==> src/rtl/canvas_mem_arbiter_pkg.sv <==
// Shared geometry, pixel format and FSM encoding for the canvas BRAM arbiter.
package canvas_mem_arbiter_pkg;

  localparam int CANVAS_X0    = 160;
  localparam int CANVAS_Y0    = 120;
  localparam int CANVAS_W     = 80;
  localparam int CANVAS_H     = 60;
  localparam int SCALE_SHIFT  = 2;
  localparam int CANVAS_CELLS = CANVAS_W * CANVAS_H;
  localparam int CANVAS_PX_W  = CANVAS_W << SCALE_SHIFT;
  localparam int CANVAS_PX_H  = CANVAS_H << SCALE_SHIFT;
  localparam int ADDR_W       = 13;
  localparam int PIX_W        = 12;

  localparam logic [PIX_W-1:0] CLEAR_COLOR  = 12'hFFF;
  localparam logic [PIX_W-1:0] BORDER_COLOR = 12'h000;

  typedef enum logic {
    ST_IDLE  = 1'b0,
    ST_CLEAR = 1'b1
  } arb_state_t;

  function automatic logic [ADDR_W-1:0] cell_addr(input logic [5:0] cy, input logic [6:0] cx);
    return ADDR_W'(cy) * ADDR_W'(CANVAS_W) + ADDR_W'(cx);
  endfunction

endpackage

==> src/rtl/canvas_mem_arbiter_addr_map.sv <==
// Combinational map from VGA h/v counts to canvas cell address and read-slot flag.
// Ring border test is built only when CANVAS_BORDER_EN is defined.
module canvas_addr_map
  import canvas_mem_arbiter_pkg::*;
(
  input  logic              i_valid,
  input  logic [9:0]        i_h_cnt,
  input  logic [9:0]        i_v_cnt,
  output logic              o_in_canvas,
  output logic              o_read_slot,
  output logic [ADDR_W-1:0] o_addr,
  output logic              o_border
);

  logic [9:0] w_dx;
  logic [9:0] w_dy;
  logic [6:0] w_cx;
  logic [5:0] w_cy;
  logic       w_in_x;
  logic       w_in_y;

  assign w_dx   = i_h_cnt - 10'(CANVAS_X0);
  assign w_dy   = i_v_cnt - 10'(CANVAS_Y0);
  assign w_in_x = (i_h_cnt >= 10'(CANVAS_X0)) && (i_h_cnt < 10'(CANVAS_X0 + CANVAS_PX_W));
  assign w_in_y = (i_v_cnt >= 10'(CANVAS_Y0)) && (i_v_cnt < 10'(CANVAS_Y0 + CANVAS_PX_H));
  assign w_cx   = 7'(w_dx >> SCALE_SHIFT);
  assign w_cy   = 6'(w_dy >> SCALE_SHIFT);

  assign o_in_canvas = i_valid && w_in_x && w_in_y;
  // One BRAM read per cell, on its leftmost screen pixel.
  assign o_read_slot = o_in_canvas && (w_dx[SCALE_SHIFT-1:0] == '0);
  assign o_addr      = cell_addr(w_cy, w_cx);

`ifdef CANVAS_BORDER_EN
  logic w_ring_x;
  logic w_ring_y;

  assign w_ring_x = (i_h_cnt >= 10'(CANVAS_X0 - 1)) && (i_h_cnt <= 10'(CANVAS_X0 + CANVAS_PX_W));
  assign w_ring_y = (i_v_cnt >= 10'(CANVAS_Y0 - 1)) && (i_v_cnt <= 10'(CANVAS_Y0 + CANVAS_PX_H));
  assign o_border = i_valid && w_ring_x && w_ring_y && !o_in_canvas;
`else
  assign o_border = 1'b0;
`endif

endmodule

==> src/rtl/canvas_mem_arbiter.sv <==
// Single-port canvas BRAM arbiter: scan-out reads, clear engine and brush writes.
// Optional one-pixel border ring is enabled with CANVAS_BORDER_EN.
//
// state    | meaning
// ST_IDLE  | brush writes accepted in free slots
// ST_CLEAR | clear engine writes CLEAR_COLOR over every cell, brush held off
module canvas_mem_arbiter
  import canvas_mem_arbiter_pkg::*;
(
  input  logic              i_clk,
  input  logic              i_rst,
  input  logic              i_valid,
  input  logic [9:0]        i_h_cnt,
  input  logic [9:0]        i_v_cnt,
  input  logic              i_draw_req,
  input  logic [6:0]        i_draw_x,
  input  logic [5:0]        i_draw_y,
  input  logic [PIX_W-1:0]  i_draw_color,
  output logic              o_draw_ack,
  input  logic              i_clear_req,
  output logic              o_clear_busy,
  output logic [ADDR_W-1:0] o_mem_addr,
  output logic              o_mem_we,
  output logic [PIX_W-1:0]  o_mem_wdata,
  input  logic [PIX_W-1:0]  i_mem_rdata,
  output logic              o_canvas_enable,
  output logic [PIX_W-1:0]  o_canvas_pixel
);

  arb_state_t        r_state;
  arb_state_t        w_state_nxt;
  logic [ADDR_W-1:0] r_clr_addr;
  logic [ADDR_W-1:0] w_clr_addr_nxt;
  logic              r_s1_en;
  logic              r_s1_slot;
  logic              r_s1_border;
  logic [PIX_W-1:0]  r_cell;
  logic              r_en;
  logic [PIX_W-1:0]  r_pix;

  logic              w_in_canvas;
  logic              w_read_slot;
  logic              w_border;
  logic [ADDR_W-1:0] w_scan_addr;
  logic              w_draw_in_range;
  logic              w_clr_last;
  logic [ADDR_W-1:0] w_mem_addr;
  logic              w_mem_we;
  logic [PIX_W-1:0]  w_mem_wdata;
  logic              w_draw_ack;

  canvas_addr_map u_addr_map (
    .i_valid     (i_valid),
    .i_h_cnt     (i_h_cnt),
    .i_v_cnt     (i_v_cnt),
    .o_in_canvas (w_in_canvas),
    .o_read_slot (w_read_slot),
    .o_addr      (w_scan_addr),
    .o_border    (w_border)
  );

  assign w_draw_in_range = (i_draw_x < 7'(CANVAS_W)) && (i_draw_y < 6'(CANVAS_H));
  assign w_clr_last      = (r_clr_addr == ADDR_W'(CANVAS_CELLS - 1));

  always_comb begin
    w_state_nxt    = r_state;
    w_clr_addr_nxt = r_clr_addr;
    w_mem_addr     = w_read_slot ? w_scan_addr : '0;
    w_mem_we       = 1'b0;
    w_mem_wdata    = '0;
    w_draw_ack     = 1'b0;
    case (r_state)
      ST_IDLE: begin
        if (i_clear_req) begin
          w_state_nxt    = ST_CLEAR;
          w_clr_addr_nxt = '0;
        end else if (i_draw_req && !w_read_slot) begin
          w_draw_ack = 1'b1;
          // Off-canvas brush coordinates are consumed without touching memory.
          if (w_draw_in_range) begin
            w_mem_we    = 1'b1;
            w_mem_addr  = cell_addr(i_draw_y, i_draw_x);
            w_mem_wdata = i_draw_color;
          end
        end
      end
      ST_CLEAR: begin
        if (i_clear_req) begin
          w_clr_addr_nxt = '0;
        end else if (!w_read_slot) begin
          w_mem_we    = 1'b1;
          w_mem_addr  = r_clr_addr;
          w_mem_wdata = CLEAR_COLOR;
          if (w_clr_last) begin
            w_state_nxt    = ST_IDLE;
            w_clr_addr_nxt = '0;
          end else begin
            w_clr_addr_nxt = r_clr_addr + 1'b1;
          end
        end
      end
      default: w_state_nxt = ST_IDLE;
    endcase
    // Keep the BRAM port and handshake quiet while reset is held.
    if (i_rst) begin
      w_mem_addr  = '0;
      w_mem_we    = 1'b0;
      w_mem_wdata = '0;
      w_draw_ack  = 1'b0;
    end
  end

  always_ff @(posedge i_clk) begin
    if (i_rst) begin
      r_state     <= ST_IDLE;
      r_clr_addr  <= '0;
      r_s1_en     <= 1'b0;
      r_s1_slot   <= 1'b0;
      r_s1_border <= 1'b0;
      r_cell      <= '0;
      r_en        <= 1'b0;
      r_pix       <= '0;
    end else begin
      r_state     <= w_state_nxt;
      r_clr_addr  <= w_clr_addr_nxt;
      r_s1_en     <= w_in_canvas;
      r_s1_slot   <= w_read_slot;
      r_s1_border <= w_border;
      if (r_s1_slot) r_cell <= i_mem_rdata;
      r_en <= r_s1_en || r_s1_border;
      if (r_s1_en)          r_pix <= r_s1_slot ? i_mem_rdata : r_cell;
      else if (r_s1_border) r_pix <= BORDER_COLOR;
      else                  r_pix <= '0;
    end
  end

  assign o_mem_addr      = w_mem_addr;
  assign o_mem_we        = w_mem_we;
  assign o_mem_wdata     = w_mem_wdata;
  assign o_draw_ack      = w_draw_ack;
  assign o_clear_busy    = (r_state == ST_CLEAR);
  assign o_canvas_enable = r_en;
  assign o_canvas_pixel  = r_pix;

endmodule

==> config.mk <==
export PLATFORM = sky130hd
export DESIGN_NAME = canvas_mem_arbiter
export DESIGN_NICKNAME = d
export VERILOG_FILES = /design/src/rtl/canvas_mem_arbiter_pkg.sv /design/src/rtl/canvas_mem_arbiter_addr_map.sv /design/src/rtl/canvas_mem_arbiter.sv
export SDC_FILE = /design/constraint.sdc
export NUM_CORES = 1
export LEC_CHECK = 0
export CAP_MARGIN = 25
export CORE_UTILIZATION = 46
export CTS_BUF_LIST = sky130_fd_sc_hd__clkbuf_4 sky130_fd_sc_hd__clkbuf_8 sky130_fd_sc_hd__clkbuf_16
export DETAILED_ROUTE_END_ITERATION = 8
export GPL_TIMING_DRIVEN = 0
export PLACE_DENSITY = 0.92
export SLEW_MARGIN = 30
export SYNTH_ARGS = -nofsm -noshare
export SYNTH_HDL_FRONTEND = slang
export SYNTH_HIERARCHICAL = 1
export SYNTH_SLANG_ARGS = --single-unit
==> constraint.sdc <==
create_clock -name i_clk -period 5.8 [get_ports i_clk]
set_input_delay 1.16 -clock i_clk [delete_from_list [all_inputs] [get_ports i_clk]]
set_output_delay 1.16 -clock i_clk [all_outputs]
set_load 0.05 [all_outputs]
==> impl_metrics.toml <==
[run_status]
status = "complete, no violations"

[sta]
max_freq_mhz = 176
rsz0062_at_grt = "false"
clock_skew_ns = 0.0139
setup_viol = 0
drv_slew = 0
setup_ws_ns = 0.110
slew_headroom_pct = 61.7
setup_tns_ns = 0
period_share_pct = 98.1
hold_viol = 0
worst_pin_slew_ns = 0.572
min_period_ns = 5.69

[floorplan]
core_area_sq_mm = 0.00606
die_x_microns = 82.3
die_y_microns = 82.3
die_area_sq_mm = 0.00677
initial_core_util_pct = 48.9
io_pins = 103
rows = 28

[final_layout]
utilization_pct = 69.1
antenna_cells = 0
area_growth_pct = 41.2
final_nets = 538
drive_gt1_share_pct = 8.89
fillers = 445
fin_area_sq_mm = 0.00419

[placed_design]
dp_hpwl_mm = 6.54
placed_cell_area_sq_mm = 0.00402
gp_congestion = 0.927
place_ws_ns = -0.732
io_buffers = 96

[synthesis]
synth_flop_cell = "dfxtp_1"
synth_nets = 435
ys_ff_latch = 42
synth_edf_count = 0
async_flop_share_pct = 0
syn_area_per_cell_sq_um = 8.57
yosys.cell_types.count = 59
yosysWarnings = 6
synth_seq_area_share_pct = 28.4
synthCells = 346
synthesis.area_sq_mm = 0.00297

[detailed_routing]
remaining_drc_errors = 0
ant_nets = 0
wl_mm = 8.73
num_vias = 3074
vias_per_cell = 5.86
wire_per_inst_microns = 16.6
drtIter0Drc = 283
firstDrtPassIters = 7

[global_routing]
grt_pass1_wl_mm = 13.2
grt_max_degree = 16
antenna_found_initial = 0
grt-ovfl-total = 0
track_usage_pct = 25.3
grt_pass1_vias = 2903

[worst_setup_path]
r2r-start = "o_clear_busy"
cp-start-kind = "input pin"
path_max_fanout = 10
end_kind = "output pin"
worstPathRequired_ns = 4.64
reg2reg_to = "r_clr_addr[9]"
r2r_slack_ns = 3.76
critPathArrivalTime_ns = 4.53
worstSetupPathType = "input pin to output pin"
rr_worst_depth = 5

[cts]
cts.path.max_buffers = 2
post_cts_buffers = 0
clock_latency_ns = 0.31
clkSinkCount = 42
cts_made_buffers = 5
root_buffer = "clkbuf_8"
clk_pin_slew_worst_paths_ns = 0.08
cts_tree = "done"
postCtsHoldBufs = 0
h-tree-depth = 2

[power]
p_leak_nw = 1.76
vdd_drop_max_v = 0.000206
p_per_area_mw_per_mm2 = 190

[hold_path]
min_delay_path_depth = 2
holdPathEnd = "o_canvas_enable"
hold_class = "flip-flop to flip-flop"
hold_start = "r_s1_border"

[job]
maxCapViolCount = 0
## layer usage
layer,global-route usage (%),wire (microns),up-vias
met5,0,0,-
met4,8.77,174,0
met1,29.6,3500,1421
met3,5.60,740,26
li1,-,-,1464
met2,45.1,4320,163
## worst max path at each step
stage | slack (ns) | to | startpoint
after floorplan | 0.39 | o_mem_addr[12] | i_v_cnt[5]
after global placement | -0.64 | o_mem_addr[12] | i_v_cnt[3]
after detailed placement | -0.73 | o_mem_addr[12] | i_v_cnt[3]
after CTS | -0.006 | o_mem_addr[8] | i_h_cnt[7]
after global routing | 0.02 | o_mem_addr[2] | i_h_cnt[7]
final | 0.11 | o_mem_addr[2] | i_h_cnt[7]
## repair_timing
| item | 4_1_cts | 5_1_grt |
|---|---|---|
| gates resized for setup | 15 | 19 |
| setup endpoints to repair | 12 | 13 |
| pin swaps | 0 | 0 |
## placed cells by master, fill, tap and decap left out, drive strengths merged, types with 3 or more instances in the layout
cell	netlist	routed
a21o	5	5
a21oi	11	11
a222oi	8	8
a22oi	5	5
a31oi	8	8
and2	13	13
and3	5	5
buf	13	13
clkbuf	9	17
clkdlybuf4s50	0	83
dfxtp	42	42
dlymetal6s2s	0	8
fa	4	4
ha	23	23
inv	15	16
mux2i	13	13
nand2	21	21
nand3	12	12
nand3b	4	4
nand4	8	8
nor2	36	36
nor2b	7	7
nor3	5	5
nor3b	3	3
o21a	13	13
o21ai	11	11
xnor2	15	15
xor2	7	7
## cell type report
cell class | count | area, sq um | area share, %
multi-input cells | 267 | 2000 | 47.8
repair buffers | 96 | 966 | 23.1
well taps | 75 | 93.8 | 2.24
inverters | 15 | 56.3 | 1.34
clock inverters | 3 | 48.8 | 1.17
plain buffers | 22 | 111 | 2.66
flip-flops and latches | 42 | 841 | 20.1
clock buffers | 5 | 68.8 | 1.64
## synth_stat cells (all sizes together) (3+ instances only)
cell	instances	area, sq um
buf	13	75.1
o21a	13	97.6
nor2b	7	43.8
nor3	5	25.0
clkbuf	9	33.8
and2	13	81.3
inv	15	56.3
fa	4	80.1
nand4	8	50.1
xnor2	15	131
nand3	12	65.1
o21ai	11	55.1
nand2	21	78.8
a22oi	5	37.5
a21oi	11	58.8
mux2i	13	130
nor3b	3	27.5
nand3b	4	30.0
a222oi	8	80.1
nor2	36	135
xor2	7	76.3
and3	5	36.3
a31oi	8	50.1
a21o	5	37.5
dfxtp	42	841
ha	23	288
## state kept, by name, indices dropped and copies added (netlist names)
signal and cells:
o_canvas_pixel 12, r_s1_en 1, o_clear_busy 1, r_cell 12, r_clr_addr 13, r_s1_slot 1, r_s1_border 1, o_canvas_enable 1
## where the power goes
group / switching (mW) / internal [mW]
logic: 0.143 / 0.119
clock network: 0.110 / 0.131
registers: 0.00139 / 0.290
total: 0.255 / 0.540
## through the flow
step / power [mW] / hold WS, ns / std cells
after global placement: 0.541 / 0.421 / 517
after global routing: 0.825 / 0.481 / 525
after detailed placement: 0.550 / 0.428 / 517
after floorplan: 0.460 / 0.411 / 346
final: 0.795 / 0.458 / 525
after CTS: 0.790 / 0.450 / 525
## worst max-delay path, stage by stage
cell	delay, ns
clkdlybuf4s50_1	0.52
o21ai_0	0.18
o21ai_0	0.25
o2111a_1	0.23
nor3b_2	0.39
clkbuf_2	0.32
nor4_1	0.10
buf_2	0.23
a222oi_1	0.33
nor2_1	0.07
clkdlybuf4s50_1	0.73
## cells by family after synthesis
logic type	after synthesis	share of synthesized area, %
flops	42	28.4
compound gates	78	19.5
mux	13	4.39
simple gates	126	22.7
buf+inv	37	5.57
xor+xnor	22	7.00
fa+ha+maj	27	12.4
other cells	1	0.126
No activity file was read; power rests on OpenSTA's default activity.
